File: src/rtl/flash_refill_pkg.sv
//------------------------------------------------------------------------------
// Module   : flash_refill_pkg
// Purpose  : Shared sizes and sub-SRAM one-hot select constants for the
//            flash-side miss-refill engine.
// Revision : 1.0 - initial release
//------------------------------------------------------------------------------
`default_nettype none

package flash_refill_pkg;

  localparam int ADDR_WIDTH = 32;
  localparam int DATA_WIDTH = 32;
  localparam int SUB_NUM    = 4;
  localparam int SUB_DEPTH  = 64;

  // Bit 0 of the SRAM select is the main SRAM; sub-SRAM n sits at bit n+1.
  localparam logic [SUB_NUM:0] SUB0_CHOSEN = 5'b00010;
  localparam logic [SUB_NUM:0] SUB1_CHOSEN = 5'b00100;
  localparam logic [SUB_NUM:0] SUB2_CHOSEN = 5'b01000;
  localparam logic [SUB_NUM:0] SUB3_CHOSEN = 5'b10000;

  // One-hot SRAM select for a sub-SRAM index.
  function automatic logic [SUB_NUM:0] sub_chosen(input logic [1:0] idx);
    case (idx)
      2'd0:    return SUB0_CHOSEN;
      2'd1:    return SUB1_CHOSEN;
      2'd2:    return SUB2_CHOSEN;
      default: return SUB3_CHOSEN;
    endcase
  endfunction

endpackage

`default_nettype wire

File: src/rtl/flash_refill_lru4.sv
//------------------------------------------------------------------------------
// Module   : lru4
// Purpose  : 4-entry LRU tracker using a 6-bit pairwise-age matrix with two
//            prioritised touch ports (a applied first, then b).
// Revision : 1.0 - initial release
//------------------------------------------------------------------------------
`default_nettype none

module lru4 (
  input  logic       clk,
  input  logic       grst,
  input  logic       touch_a_i,
  input  logic [1:0] touch_a_idx_i,
  input  logic       touch_b_i,
  input  logic [1:0] touch_b_idx_i,
  output logic [1:0] victim_o
);

  // Matrix bit set means the lower-indexed entry of the pair is older.
  // Pair order: [0]=(0,1) [1]=(0,2) [2]=(0,3) [3]=(1,2) [4]=(1,3) [5]=(2,3)
  localparam logic [5:0] C_RESET_AGE = 6'b111111;

  logic [5:0] age_q;
  logic [5:0] age_d;

  // Make entry k the most recently used: older than nobody.
  function automatic logic [5:0] touch(input logic [5:0] m, input logic [1:0] k);
    logic [5:0] r;
    r = m;
    case (k)
      2'd0: begin r[0] = 1'b0; r[1] = 1'b0; r[2] = 1'b0; end
      2'd1: begin r[0] = 1'b1; r[3] = 1'b0; r[4] = 1'b0; end
      2'd2: begin r[1] = 1'b1; r[3] = 1'b1; r[5] = 1'b0; end
      default: begin r[2] = 1'b1; r[4] = 1'b1; r[5] = 1'b1; end
    endcase
    return r;
  endfunction

  // Apply port a then port b so that b wins when both touch.
  always_comb begin
    age_d = age_q;
    if (touch_a_i) age_d = touch(age_d, touch_a_idx_i);
    if (touch_b_i) age_d = touch(age_d, touch_b_idx_i);
  end

  // Age matrix register; reset order LRU->MRU is 0,1,2,3.
  always_ff @(posedge clk) begin
    if (grst) age_q <= C_RESET_AGE;
    else      age_q <= age_d;
  end

  // Victim is the entry older than all three others.
  always_comb begin
    if (age_q[0] & age_q[1] & age_q[2])        victim_o = 2'd0;
    else if (~age_q[0] & age_q[3] & age_q[4])  victim_o = 2'd1;
    else if (~age_q[1] & ~age_q[3] & age_q[5]) victim_o = 2'd2;
    else                                       victim_o = 2'd3;
  end

endmodule

`default_nettype wire

File: src/rtl/flash_refill.sv
//------------------------------------------------------------------------------
// Module   : flash_refill
// Purpose  : Miss-refill engine. Fetches the aligned SUB_DEPTH-word block
//            around a missed address from flash, writes it into the LRU
//            sub-SRAM, forwards the critical word and reports the new base.
// Revision : 1.0 - initial release
//------------------------------------------------------------------------------
`default_nettype none

module flash_refill #(
  parameter int ADDR_WIDTH = flash_refill_pkg::ADDR_WIDTH,
  parameter int DATA_WIDTH = flash_refill_pkg::DATA_WIDTH,
  parameter int SUB_NUM    = flash_refill_pkg::SUB_NUM,
  parameter int SUB_DEPTH  = flash_refill_pkg::SUB_DEPTH
) (
  input  logic                  clk,
  input  logic                  grst,
  input  logic                  miss_req,
  input  logic [ADDR_WIDTH-1:0] miss_addr,
  output logic                  miss_ack,
  input  logic                  hit_valid,
  input  logic [1:0]            hit_sub,
  output logic                  flash_req,
  output logic [ADDR_WIDTH-1:0] flash_addr,
  input  logic                  flash_ready,
  input  logic                  flash_rvalid,
  input  logic [DATA_WIDTH-1:0] flash_rdata,
  output logic                  ram_we,
  output logic [SUB_NUM:0]      ram_sel,
  output logic [ADDR_WIDTH-1:0] ram_waddr,
  output logic [DATA_WIDTH-1:0] ram_wdata,
  output logic                  crit_valid,
  output logic [DATA_WIDTH-1:0] crit_data,
  output logic                  fill_done,
  output logic [1:0]            fill_sub,
  output logic [ADDR_WIDTH-1:0] fill_base,
  output logic                  busy
);

  import flash_refill_pkg::*;

  localparam int CW = $clog2(SUB_DEPTH);
  localparam logic [ADDR_WIDTH-1:0] C_OFF_MASK = ADDR_WIDTH'(SUB_DEPTH - 1);

  typedef enum logic [2:0] {
    S_IDLE = 3'd0,
    S_REQ  = 3'd1,
    S_WAIT = 3'd2,
    S_WR   = 3'd3,
    S_DONE = 3'd4
  } state_t;

  state_t                state_q;
  logic [CW-1:0]         cnt_q;
  logic [CW-1:0]         cnt_d;
  logic [CW-1:0]         crit_off_q;
  logic [ADDR_WIDTH-1:0] base_q;
  logic [1:0]            victim_q;
  logic [1:0]            lru_victim;
  logic [ADDR_WIDTH-1:0] miss_base;

  logic                  miss_ack_q;
  logic                  flash_req_q;
  logic [ADDR_WIDTH-1:0] flash_addr_q;
  logic                  ram_we_q;
  logic [SUB_NUM:0]      ram_sel_q;
  logic [ADDR_WIDTH-1:0] ram_waddr_q;
  logic [DATA_WIDTH-1:0] ram_wdata_q;
  logic                  crit_valid_q;
  logic [DATA_WIDTH-1:0] crit_data_q;
  logic                  fill_done_q;
  logic [1:0]            fill_sub_q;
  logic [ADDR_WIDTH-1:0] fill_base_q;

  assign cnt_d     = cnt_q + 1'b1;
  assign miss_base = miss_addr & ~C_OFF_MASK;

  // Hits and the completed fill both refresh the LRU; the fill wins a tie.
  lru4 u_lru (
    .clk           (clk),
    .grst          (grst),
    .touch_a_i     (hit_valid),
    .touch_a_idx_i (hit_sub),
    .touch_b_i     (state_q == S_DONE),
    .touch_b_idx_i (victim_q),
    .victim_o      (lru_victim)
  );

  // Refill sequencer: every output is set on the transition into its state.
  always_ff @(posedge clk) begin
    if (grst) begin
      state_q      <= S_IDLE;
      cnt_q        <= '0;
      crit_off_q   <= '0;
      base_q       <= '0;
      victim_q     <= '0;
      miss_ack_q   <= 1'b0;
      flash_req_q  <= 1'b0;
      flash_addr_q <= '0;
      ram_we_q     <= 1'b0;
      ram_sel_q    <= '0;
      ram_waddr_q  <= '0;
      ram_wdata_q  <= '0;
      crit_valid_q <= 1'b0;
      crit_data_q  <= '0;
      fill_done_q  <= 1'b0;
      fill_sub_q   <= '0;
      fill_base_q  <= '0;
    end else begin
      miss_ack_q   <= 1'b0;
      ram_we_q     <= 1'b0;
      crit_valid_q <= 1'b0;
      fill_done_q  <= 1'b0;
      case (state_q)
        S_IDLE: begin
          if (miss_req) begin
            base_q       <= miss_base;
            crit_off_q   <= miss_addr[CW-1:0];
            victim_q     <= lru_victim;
            cnt_q        <= '0;
            miss_ack_q   <= 1'b1;
            flash_req_q  <= 1'b1;
            flash_addr_q <= miss_base;
            state_q      <= S_REQ;
          end
        end
        S_REQ: begin
          if (flash_ready) begin
            flash_req_q <= 1'b0;
            state_q     <= S_WAIT;
          end
        end
        S_WAIT: begin
          if (flash_rvalid) begin
            ram_we_q     <= 1'b1;
            ram_sel_q    <= sub_chosen(victim_q);
            ram_waddr_q  <= ADDR_WIDTH'(cnt_q);
            ram_wdata_q  <= flash_rdata;
            crit_valid_q <= (cnt_q == crit_off_q);
            if (cnt_q == crit_off_q) crit_data_q <= flash_rdata;
            state_q      <= S_WR;
          end
        end
        S_WR: begin
          ram_sel_q <= '0;
          if (&cnt_q) begin
            fill_done_q <= 1'b1;
            fill_sub_q  <= victim_q;
            fill_base_q <= base_q;
            state_q     <= S_DONE;
          end else begin
            cnt_q        <= cnt_d;
            flash_req_q  <= 1'b1;
            flash_addr_q <= base_q + ADDR_WIDTH'(cnt_d);
            state_q      <= S_REQ;
          end
        end
        S_DONE: begin
          state_q <= S_IDLE;
        end
        default: begin
          state_q <= S_IDLE;
        end
      endcase
    end
  end

  assign miss_ack   = miss_ack_q;
  assign flash_req  = flash_req_q;
  assign flash_addr = flash_addr_q;
  assign ram_we     = ram_we_q;
  assign ram_sel    = ram_sel_q;
  assign ram_waddr  = ram_waddr_q;
  assign ram_wdata  = ram_wdata_q;
  assign crit_valid = crit_valid_q;
  assign crit_data  = crit_data_q;
  assign fill_done  = fill_done_q;
  assign fill_sub   = fill_sub_q;
  assign fill_base  = fill_base_q;
  assign busy       = (state_q != S_IDLE);

endmodule

`default_nettype wire
File: config.mk
export PLATFORM = sky130hd
export DESIGN_NAME = flash_refill
export DESIGN_NICKNAME = d
export VERILOG_FILES = /design/src/rtl/flash_refill_pkg.sv /design/src/rtl/flash_refill_lru4.sv /design/src/rtl/flash_refill.sv
export SDC_FILE = /design/constraint.sdc
export NUM_CORES = 1
export LEC_CHECK = 0
export ABC_AREA = 1
export CAP_MARGIN = 25
export CORE_MARGIN = 2
export CORE_UTILIZATION = 45
export CTS_BUF_LIST = sky130_fd_sc_hd__clkbuf_4
export DETAILED_ROUTE_END_ITERATION = 7
export GPL_TIMING_DRIVEN = 0
export PLACE_DENSITY = 0.82
export SYNTH_ARGS = -nofsm -noshare
export SYNTH_HDL_FRONTEND = slang
export SYNTH_HIERARCHICAL = 1
export SYNTH_SLANG_ARGS = --single-unit
File: constraint.sdc
create_clock -name clk -period 3.3 [get_ports clk]
set_input_delay 0.495 -clock clk [delete_from_list [all_inputs] [get_ports clk]]
set_output_delay 0.495 -clock clk [all_outputs]
set_load 0.05 [all_outputs]
==> results.py <==
metrics = {
    "timing": {
        "rsz0062_at_grt": "no",
        "tightestPinTransition_ns": 0.586,
        "slew_headroom_pct": 60.8,
        "fmax_ghz": 0.381,
        "hold_violations": 0,
        "fin_setup_tns_ns": 0,
        "drv_slew": 0,
        "whs_ns": 0.292,
        "setup_viol": 0,
        "period_share_pct": 79.6,
        "period_needed_ns": 2.63,
        "clock_skew_ns": 0.0277,
    },
    "drt": {
        "dr_total_vias": 7244,
        "wl_per_cell_um": 14.1,
        "route.detailed.drc": 0,
        "routed_via_density": 4.85,
        "drt-initial-drc-count": 402,
        "dr.pass1.iters": 7,
        "wl_um": 21000,
        "antenna_left": 0,
    },
    "clock_network": {
        "worstSkewPairLatency_ns": 0.58,
        "cts_sinks": 182,
        "root_buffer": "clkbuf_4",
        "postCtsSetupBuffers": 0,
        "numCtsBuffers": 17,
        "h-tree-depth": 4,
        "cts_hold_buffers": 0,
        "cts_tree": "yes",
        "cts_resized": 0,
        "clk_pin_slew_ns": 0.16,
        "clk_path_buf_depth": 2,
    },
    "global_routing": {
        "grt_pass1_vias": 6735,
        "grt_pass1_wl_um": 33100,
        "grt_overflow": 0,
        "grtUsageTotal_pct": 23.7,
        "antenna_found_initial": 1,
        "grt_max_degree": 17,
    },
    "setup_path": {
        "cp.arrival_ns": 2.13,
        "rr_startpoint": "cnt_q[1]$_SDFFE_PP0P_",
        "slowest_delay_ns": 0.82,
        "crit_slowest_cell": "clkdlybuf4s50_1",
        "path_cells": "nor2_2 > nand2_1 > clkdlybuf4s50_1",
        "critPathCaptureType": "output port",
        "path_max_fanout": 6,
        "worstSetupPathType": "reg -> out",
        "r2r_setup_slack_ns": 1.44,
        "critPathCapture": "busy",
        "startpoint": "state_q[0]$_SDFFE_PP0P_",
        "critPathLaunchType": "register",
        "worstPathRequired_ns": 2.80,
        "r2r_cells": 8,
        "reg2reg_to": "fill_base[29]$_SDFFE_PP0P_",
    },
    "floorplan": {
        "ioPinCount": 245,
        "coreArea_um2": 15900,
        "fp.dieArea_um2": 17300,
        "die_height_um": 132,
        "start_util_pct": 46.2,
        "die_w_um": 132,
        "core.rowCount": 46,
    },
    "cells_and_area": {
        "syn2layout_area_growth_pct": 38.2,
        "final_common_cell": "nand2_1",
        "fin_nets": 1342,
        "layout-drive-gt1-share_pct": 7.91,
        "most-common-layout-cells": "nand2_1, clkdlybuf4s50_1, dfxtp_1",
        "utilization_pct": 63.8,
        "design_area_um2": 10100,
        "finalNonFillerCells": 1494,
    },
    "power_and_ir_drop": {
        "p_leak_nw": 4.37,
        "power_density_nw_per_um2": 629,
        "peakVddDrop_mv": 0.510,
    },
    "synth": {
        "synth_top_cell_area_share_pct": 49.7,
        "synth_cell_types": 31,
        "synth_warnings": 6,
        "synthTopCellsByArea": "dfxtp_1, nand2_1, o21ai_0",
        "ys_seq_area_share_pct": 49.7,
        "synth_area_per_cell_um2": 7.31,
        "synth_top_area_cell": "dfxtp_1",
        "postSynthCellCount": 1004,
        "synth-seq-cells": 182,
        "syn_area_um2": 7340,
    },
    "placed_design": {
        "portBuffers": 210,
        "place_area_um2": 9830,
        "hpwl_um": 15600,
        "gp_congestion": 0.850,
        "dp.cells": 1462,
    },
    "job": {
        "maxCapViolations": 0,
    },
    "worst_hold_path": {
        "hp-class": "in -> reg",
    },
    "status": {
        "status": "finished clean",
    },
}
## routing by layer
| layer | track usage, % | wire [um] | vias to the layer above |
|---|---|---|---|
| met2 | 39.7 | 9890 | 277 |
| met4 | 11.1 | 795 | 0 |
| met5 | 0 | 0 | - |
| li1 | - | - | 3609 |
| met1 | 28.2 | 8850 | 3295 |
| met3 | 6.25 | 1460 | 63 |
## power breakdown
group / switching (mW) / leakage, nW / total, mW / internal, mW
Combinational: 1.62 / 2.72 / 2.37 / 0.746
Clock: 0.799 / 0.163 / 1.34 / 0.543
Sequential: 0.171 / 1.48 / 2.67 / 2.49
Total: 2.59 / 4.37 / 6.37 / 3.78
## Yosys cell counts (all sizes together)
cell,instances
nand2,264
dfxtp,182
nor2,128
o21ai,120
inv,98
buf,63
a21oi,52
nand3,52
clkbuf,23
ha,5
a22o,3
xnor2,3
nand4,2
a31oi,1
clkinv,1
conb,1
nor3,1
nor4,1
o21a,1
o22ai,1
o31ai,1
or2,1
## registers in the layout, summed over array words and instances, names as in the netlist
| register | flops |
|---|---|
| base_q | 26 |
| cnt_q | 5 |
| crit_data | 32 |
| crit_off_q | 6 |
| crit_valid | 1 |
| fill_base | 26 |
| fill_done | 1 |
| fill_sub | 2 |
| flash_addr | 27 |
| flash_req | 1 |
| miss_ack | 1 |
| ram_sel | 4 |
| ram_waddr | 6 |
| ram_wdata | 32 |
| ram_we | 1 |
| state_q | 3 |
| u_lru/age_q | 6 |
| victim_q | 2 |
## critical path: cells and delay by family (launching register included)
| kind | cells | cell delay (ns) |
|---|---|---|
| buf+inv | 1 | 0.82 |
| flops | 1 | 0.51 |
| simple gates | 2 | 0.22 |
## stage by stage
step                setup slack [ns]  power [mW]
global placement               0.757        5.02
global route                   0.582        6.67
CTS                            0.692        6.38
finish                         0.672        6.37
detailed placement             0.727        5.05
floorplan                       1.41        4.27
## how the worst min path moves through the flow
stage                                       endpoint  slack (ns)  cells after the start                  startpoint
after floorplan           fill_base[16]$_SDFFE_PP0P_        0.45                      2     base_q[16]$_SDFFE_PP0P_
after global placement    ram_wdata[21]$_SDFFE_PP0P_        0.45                      2  ram_wdata[21]$_SDFFE_PP0P_
after detailed placement   ram_wdata[0]$_SDFFE_PP0P_        0.45                      2   ram_wdata[0]$_SDFFE_PP0P_
after CTS                  u_lru/age_q[5]$_SDFF_PP1_        0.28                      5                   hit_valid
after global routing       u_lru/age_q[2]$_SDFF_PP1_        0.33                      5                   hit_valid
final                      u_lru/age_q[5]$_SDFF_PP1_        0.29                      5                   hit_valid
## cell families (layout without fill, tap and decap cells)
logic type / Yosys count / count (layout) / share of synthesized area [%]
other: 1 / 34 / 0.0511
AO/OA/AOI/OAI: 179 / 179 / 12.5
flip-flops: 182 / 182 / 49.7
buffers and inverters: 185 / 426 / 12.3
XOR/XNOR: 3 / 3 / 0.358
adder cells (fa/ha/maj): 5 / 5 / 0.853
AND/OR/NAND/NOR: 449 / 449 / 24.4
## cell type report
class                   instances  area, um^2
fillers                      1448        5750
well taps                     216         270
inverters                      99         372
clock buffers                  18         135
repair buffers                210        2100
diodes                          1        2.50
flip-flops and latches        182        3640
multi-input cells             669        2910
plain buffers                  86         528
clock inverters                13         170
Power figures use the tool's default switching activity.
